File: src/rtl/fetch_unit.sv
// fetch_unit: instruction-fetch sequencer between the pc register and decode.
// Issues one instruction-memory request at a time over a req/gnt/rvalid
// handshake, advances the pc register on each grant, and hands fetched words
// to decode through a one-entry valid/ready buffer. Redirects from execute
// discard any fetch that is in flight or buffered.
module fetch_unit #(
  parameter logic [31:0] RESET_PC  = 32'h0000_0000,
  parameter logic [31:0] NOP_INSTR = 32'h0000_0013
) (
  input  logic        clk,
  input  logic        rst,
  input  logic [31:0] pc_in,
  output logic [31:0] pc_next,
  output logic        pc_write_en,
  output logic        imem_req,
  output logic [31:0] imem_addr,
  input  logic        imem_gnt,
  input  logic        imem_rvalid,
  input  logic [31:0] imem_rdata,
  input  logic        imem_err,
  input  logic        redirect_valid,
  input  logic [31:0] redirect_pc,
  output logic        id_valid,
  input  logic        id_ready,
  output logic [31:0] id_instr,
  output logic [31:0] id_pc,
  output logic        id_fault
);

  typedef enum logic [1:0] {
    S_IDLE = 2'd0,
    S_REQ  = 2'd1,
    S_WAIT = 2'd2,
    S_HOLD = 2'd3
  } state_t;

  state_t      state;
  logic        kill;        // outstanding response belongs to a discarded path
  logic [31:0] req_pc;      // PC of the request currently outstanding
  logic        redirect_taken;
  logic        grant;
  logic [31:0] redirect_aligned;

  assign redirect_aligned = redirect_pc & ~32'h0000_0003;
  assign imem_addr        = pc_in & ~32'h0000_0003;

  // Request and pc-update strobes; a redirect suppresses the request so any grant is moot.
  always_comb begin
    imem_req       = (state == S_REQ) && !redirect_valid;
    redirect_taken = redirect_valid && (state != S_IDLE);
    grant          = imem_req && imem_gnt;
    pc_write_en    = redirect_taken || grant;
    pc_next        = redirect_taken ? redirect_aligned : (pc_in + 32'd4);
  end

  // Fetch sequencer and decode-side buffer; redirects flush stale work.
  always_ff @(posedge clk or negedge rst) begin
    if (!rst) begin
      state    <= S_IDLE;
      kill     <= 1'b0;
      req_pc   <= RESET_PC;
      id_valid <= 1'b0;
      id_instr <= NOP_INSTR;
      id_pc    <= RESET_PC;
      id_fault <= 1'b0;
    end else begin
      case (state)
        S_IDLE: begin
          state <= S_REQ;
        end
        S_REQ: begin
          // A redirect just retargets the pc; the new address is requested next cycle.
          if (grant) begin
            req_pc <= pc_in;
            state  <= S_WAIT;
          end
        end
        S_WAIT: begin
          if (imem_rvalid) begin
            kill <= 1'b0;
            if (kill || redirect_valid) begin
              state <= S_REQ;
            end else begin
              id_instr <= imem_rdata;
              id_pc    <= req_pc;
              id_fault <= imem_err;
              id_valid <= 1'b1;
              state    <= S_HOLD;
            end
          end else if (redirect_valid) begin
            // Response still pending: remember to throw it away when it lands.
            kill <= 1'b1;
          end
        end
        S_HOLD: begin
          if (redirect_valid) begin
            id_valid <= 1'b0;
            id_instr <= NOP_INSTR;
            state    <= S_REQ;
          end else if (id_ready) begin
            id_valid <= 1'b0;
            state    <= S_REQ;
          end
        end
        default: begin
          state <= S_IDLE;
        end
      endcase
    end
  end

endmodule

File: config.mk
export PLATFORM = sky130hd
export DESIGN_NAME = fetch_unit
export DESIGN_NICKNAME = d
export VERILOG_FILES = /design/src/rtl/fetch_unit.sv
export SDC_FILE = /design/constraint.sdc
export NUM_CORES = 1
export LEC_CHECK = 0
export CAP_MARGIN = 20
export CORE_ASPECT_RATIO = 1.5
export CORE_MARGIN = 8
export CORE_UTILIZATION = 42
export DETAILED_ROUTE_END_ITERATION = 10
export PLACE_DENSITY = 0.82
export SYNTH_ARGS = -nofsm -noshare
export SYNTH_HDL_FRONTEND = slang
export SYNTH_SLANG_ARGS = --single-unit
File: constraint.sdc
create_clock -name clk -period 2.7 [get_ports clk]
set_clock_uncertainty 0.2 [all_clocks]
set_input_delay 0.27 -clock clk [delete_from_list [all_inputs] [get_ports clk]]
set_output_delay 0.27 -clock clk [all_outputs]
set_load 0.01 [all_outputs]
**After elaboration in Yosys (flattened, before gate mapping)**

Index checks and enable logic that the tools add are counted.

- Register bits after elaboration: 101
- Logic and storage cells: 51

- Mux-type cells: 18
- Eq/ne operators: 8
- Add/subtract/negate cells: 1
- Bitwise operators: 1
- Reductions and logical operators: 16

Operator list:

| operator | number |
|---|---|
| 32-bit two-way mux | 4 |
| 32-bit one-hot mux with 2 select lines | 1 |
| 32-bit by 3-bit adder with 32-bit output (second input constant) | 1 |
| 2-bit two-way mux | 5 |
| 2-bit inequality test (second input constant) | 4 |
| 2-bit one-hot mux with 4 select lines | 1 |
| 4-bit AND reduction | 2 |
| 1-bit two-way mux | 6 |
| 3-bit AND reduction | 2 |
| 2-bit nonzero test | 3 |
| 2-bit == test (second input constant) | 2 |
| 2-bit AND reduction | 2 |
| 1-bit logical AND | 3 |
| 3-bit inequality test (second input constant) | 1 |
| 2-bit by 1-bit == test with 1-bit output (second input constant) | 1 |
| 2-bit zero test | 1 |
| 1-bit logical OR | 2 |
| 1-bit one-hot mux with 2 select lines | 1 |
| 1-bit zero test | 1 |
| 1-bit NOT | 1 |

**Depth between registers and ports, before layout**

- Depth after elaboration: 5
- Gate-level depth with buffers: 9

**Least setup slack after synthesis**

No wires, ideal clock.

- Path kind: register -> register
- Start: register state[0]
- End: register id_instr[13]
- Clock period less this slack: 2219 ps
- Data required time: 2379 ps
- Slack: 481 ps
- Buffers on the path: 3
- Stages on the path, launching flop included: 10
- Data arrival time: 1898 ps
- Library setup time: 121 ps
- Cells stage by stage: dfrtp_1 inv_1 ha_1 nor3b_1 and2_1 buf_2 o21ai_0 buf_2 buf_2 a22o_1

- Word-level cells in the longest chain between the ends: 3

RTL lines:

| item | line | RTL |
|---|---|---|
| start, declared | 37 | `state_t state;` |
| start signal, assigned | 59 | `state <= S_IDLE;` |
| start signal, assigned | 69 | `state <= S_REQ;` |
| start signal, assigned | 75 | `state <= S_WAIT;` |
| 2-bit == test | 67 | `case (state)` |
| 2-bit inequality test (no source line) or 2-bit nonzero test (tied branches) | -- |  |
| 4-bit AND reduction (no source line) | -- |  |
| end signal, assigned | 84 | `id_instr <= imem_rdata;` |
| end, declared | 25 | `output logic [31:0] id_instr,` |

Parallel ways exist; a longest one is shown, timed or not.
A chain may end at the register's enable or synchronous reset.

**Final worst setup path**

- Start: input pc_in[11]
- End: output pc_next[28]

- Word-level cells in the longest chain between the ends: 2

RTL lines:

| item | line | RTL |
|---|---|---|
| start, declared | 12 | `input logic [31:0] pc_in,` |
| 32-bit by 3-bit adder with 32-bit output | 53 | `pc_next = redirect_taken ? redirect_aligned : (pc_in + 32'd4);` |
| 32-bit two-way mux | 53 |  |
| end, declared | 13 | `output logic [31:0] pc_next,` |

Every way passes these cells.

==> metrics.md <==
| Metric | Value |
|---|---|
| Top_reg_cell synth | `dfrtp_1` |
| Drt drc | `0` |
| Max Cap Viol | `0` |
| Switching pwr | `around 1.8 mW` |
| Max-slew violation total from the final report | `0` |
| Final Cycle Share | `between 90% and 100%` |
| Crit path DAT | `2.20 ns` |
| Worst IR Drop VDD | `approximately 460 uV` |
| Die Y | `about 150 um` |
| Post-DP Area | `~8000 sq um` |
| Post-Place Cells | `roughly 850` |
| Cell Area, Synth | `approximately 5000 sq um` |
| Switch share | `between 30% and 40%` |
| CTS Sinks | `roughly 100` |
| Largest net degree at the start of global routing | `56` |
| Slew headroom | `~49%` |
| Top Ports | `235` |
| Clk network pwr share | `a little over a fifth` |
| Static Leak | `3.69 nW` |
| Nets@finish | `a little over 800` |
| CP max stage delay | `about 0.50 ns` |
| Hold Path Class | `in -> reg` |
| CTS clock-pin slew for the worst setup and hold paths | `about 0.070 ns` |
| CTS tree | `built` |
| Ys async rst share | `100%` |
| Area of the multi-input gates | `between 2000 and 2500 sq um` |
| Post-route ant nets | `0` |
| Setup CP Type | `in -> out` |
| PwrDens | `~710 nW/um^2` |
| Die X | `between 100 and 150 um` |
| TritonCTS Buffers | `9` |
| First-pass DRT Iterations | `4` |
| Die area | `15,900 sq um` |
| Vias in the first global route | `just over 5,000` |
| Starting DRT DRC Count | `about 130` |
| Max clock buf depth | `2` |
| Gr ovfl total | `0` |
| Most frequent cells after synthesis | `dfrtp_1, mux2_2, nand2_1` |
| Design Area, Final | `roughly 8300 sq um` |
| HPWL Detailed | `between 10,000 and 15,000 um` |
| Rows | `49` |
| Top-area cell type share of the netlist area | `48.5%` |
| First-pass GRT wire length | `roughly 27,000 um` |
| Synth Instances | `455` |
| Worst-path cell chain | `clkdlybuf4s50_1 -> and4_4 -> buf_4 -> nand4_1 -> buf_4 -> o31ai_1 -> a31oi_1 -> buf_2` |
| Placer Congestion | `roughly 0.92` |
| Layout cells sized above 1 | `between 20% and 30%` |
| Sequential area share after synthesis | `roughly half` |
| Final hold violations | `0` |
| Total Wirelength | `17,600 um` |
| Inserted Diodes | `0` |
| Slew @ Worst Pin | `roughly 0.76 ns` |
| Int Pwr | `approximately 4.1 mW` |
| Core ar. | `approximately 12,000 sq um` |
| Initial Utilization | `between 40 and 50%` |
| Most frequent CP cell | `buf_4` |
| Reg2reg setup slack | `between 0.15 and 0.2 ns` |
| Min Tclk post-route | `~2.7 ns` |
| Final setup violation count | `0` |
| Wirelength per Cell | `20.0 um` |
| Clock H-tree levels | `3` |
| CP startpoint kind | `primary input` |
| Post-route insts no fill | `880` |
| Sequential power share | `approximately two fifths` |
| Filler cells | `862` |
| Synth area leaders | `dfrtp_1, mux2_2, a22o_1, buf_4, nand2_1` |
| Initial antenna violation count | `0` |
| CP max stage cell | `clkdlybuf4s50_1` |
| CP Max Fanout | `3` |
| Layout Area Growth over Synthesis | `63.9%` |
| CP required | `around 2.2 ns` |
| Vias after detailed routing | `~4,700` |
| Register bit count reported by yosys | `101` |
| Gate power share | `38.9%` |
| Status | `finished clean` |
| Post-synth EDFFs | `0` |
| Insertion delay to the later sink of the worst-skew pair | `about 0.34 ns` |
| Fmax | `between 300 and 400 MHz` |
| Post-DR vias/cell | `5.38` |
| Most frequent cell after synthesis | `dfrtp_1` |
| Syn avg cell area | `11.1 sq um` |
| PortBufs | `230` |
| Yosys cell types | `43` |
| CTS root buffer | `clkbuf_16` |
| Reg area | `2530 sq um` |
| Synth Warn # | `0` |
| CP Capture Type | `output port` |
| GRT Total Usage | `roughly a fifth` |
| Post-synth top area cell | `dfrtp_1` |
## logic make-up after synthesis
kind of cell	after synthesis	synth area share, %
AOI/OAI and AO/OA	91	12.7
xor gates and xnor gates	13	2.25
adders and majority gates	5	1.24
buffers and inverters	66	7.72
DFF	101	50.1
muxes	61	13.6
other	1	0.0742
and+or+nand+nor	117	12.3
## sequential cells by signal, indices dropped and copies added, names as in the netlist
signal    flops
id_fault      1
id_instr     32
id_pc        32
kill          1
req_pc       32
id_valid      1
state         2
## power by group through the flow
stage	Sequential (mW)	Clock [mW]	Combinational (mW)
after floorplan	2.42	0	0.891
after global placement	2.31	0	2.25
after detailed placement	2.35	0	2.31
after CTS	2.33	1.32	2.27
after global routing	2.40	1.37	2.47
final	2.33	1.29	2.30
## final cells by class
cell class	instances	area share [%]
clock buffers	9	2.72
inverters	8	0.362
clock inverters	7	0.891
multi-input cells	289	27.2
flip-flops and latches	101	30.5
repair buffers	313	36.0
well taps	153	2.31
## cells in the final DEF (no fill, tap or decap), types with 3 or more instances in the layout
cell and count:
nand4_1 9, buf_2 12, clkbuf_16 10, o22a_1 4
buf_6 10, nand3_2 3, nand2b_1 3, nor3_1 5
dlymetal6s2s_1 14, or4_4 4, nor2_1 16, o21ai_0 22
a22o_1 29, dfstp_2 3, nand2_1 34, a21oi_1 3
nor4_2 3, nand3_1 7, and3_1 3, dlygate4sd2_1 14
or4_1 8, a31oi_1 12, xor2_1 3, clkdlybuf4s50_1 187
o31ai_1 11, mux2_2 61, xnor2_1 10, buf_12 4
ha_1 4, buf_4 69, inv_1 8, and4_4 3
dfrtp_1 98
## metal layers
layer / track usage, % / up-vias / wire, um / part of all wire (%)
met5: 0 / - / 0 / 0
met1: 21.5 / 2326 / 6530 / 37
met2: 38.4 / 202 / 9230 / 52
met4: 10.6 / 0 / 554 / 3.1
met3: 6.13 / 41 / 1320 / 7.5
li1: - / 2163 / - / -
## what timing repair did
action	in CTS	in global routing
cloned	0	1
pin swaps	9	3
gates resized for setup	77	41
hold buffers	1	0
endpoints found under the hold margin	43	0
endpoints found under the setup margin	24	21
setup buffers	1	7
## stage by stage
| stage | power (mW) | util [%] | setup TNS (ns) | setup slack, ns | hold slack (ns) |
|---|---|---|---|---|---|
| finish | 5.92 | 69.7 | 0 | 0.0302 | 0.142 |
| global route | 6.23 | 69.7 | -0.0629 | -0.0442 | 0.164 |
| floorplan | 3.31 | - | 0 | 0.481 | -0.226 |
| global placement | 4.56 | 65.6 | -7.03 | -0.476 | 0.0964 |
| CTS | 5.92 | 68.1 | -0.127 | -0.0787 | 0.205 |
| detailed placement | 4.67 | 65.6 | -7.87 | -0.519 | 0.110 |
## critical path: cells and delay by family
kind            cells  cell delay, ns
buf+inv             4            0.96
simple gates        2            0.39
compound gates      2            0.57
## worst paths after layout
kind / cells after the start / start / end
min: 3 / pc_in[20] / req_pc[20]
min in group asynchronous: 2 / rst / id_pc[26]
min reg2reg: 2 / req_pc[14] / req_pc[14]
max in group asynchronous: 3 / rst / id_pc[6]
max reg2reg: 8 / state[0] / id_instr[9]
max: 8 / pc_in[11] / pc_next[28]
Power figures use the tool's default switching activity.
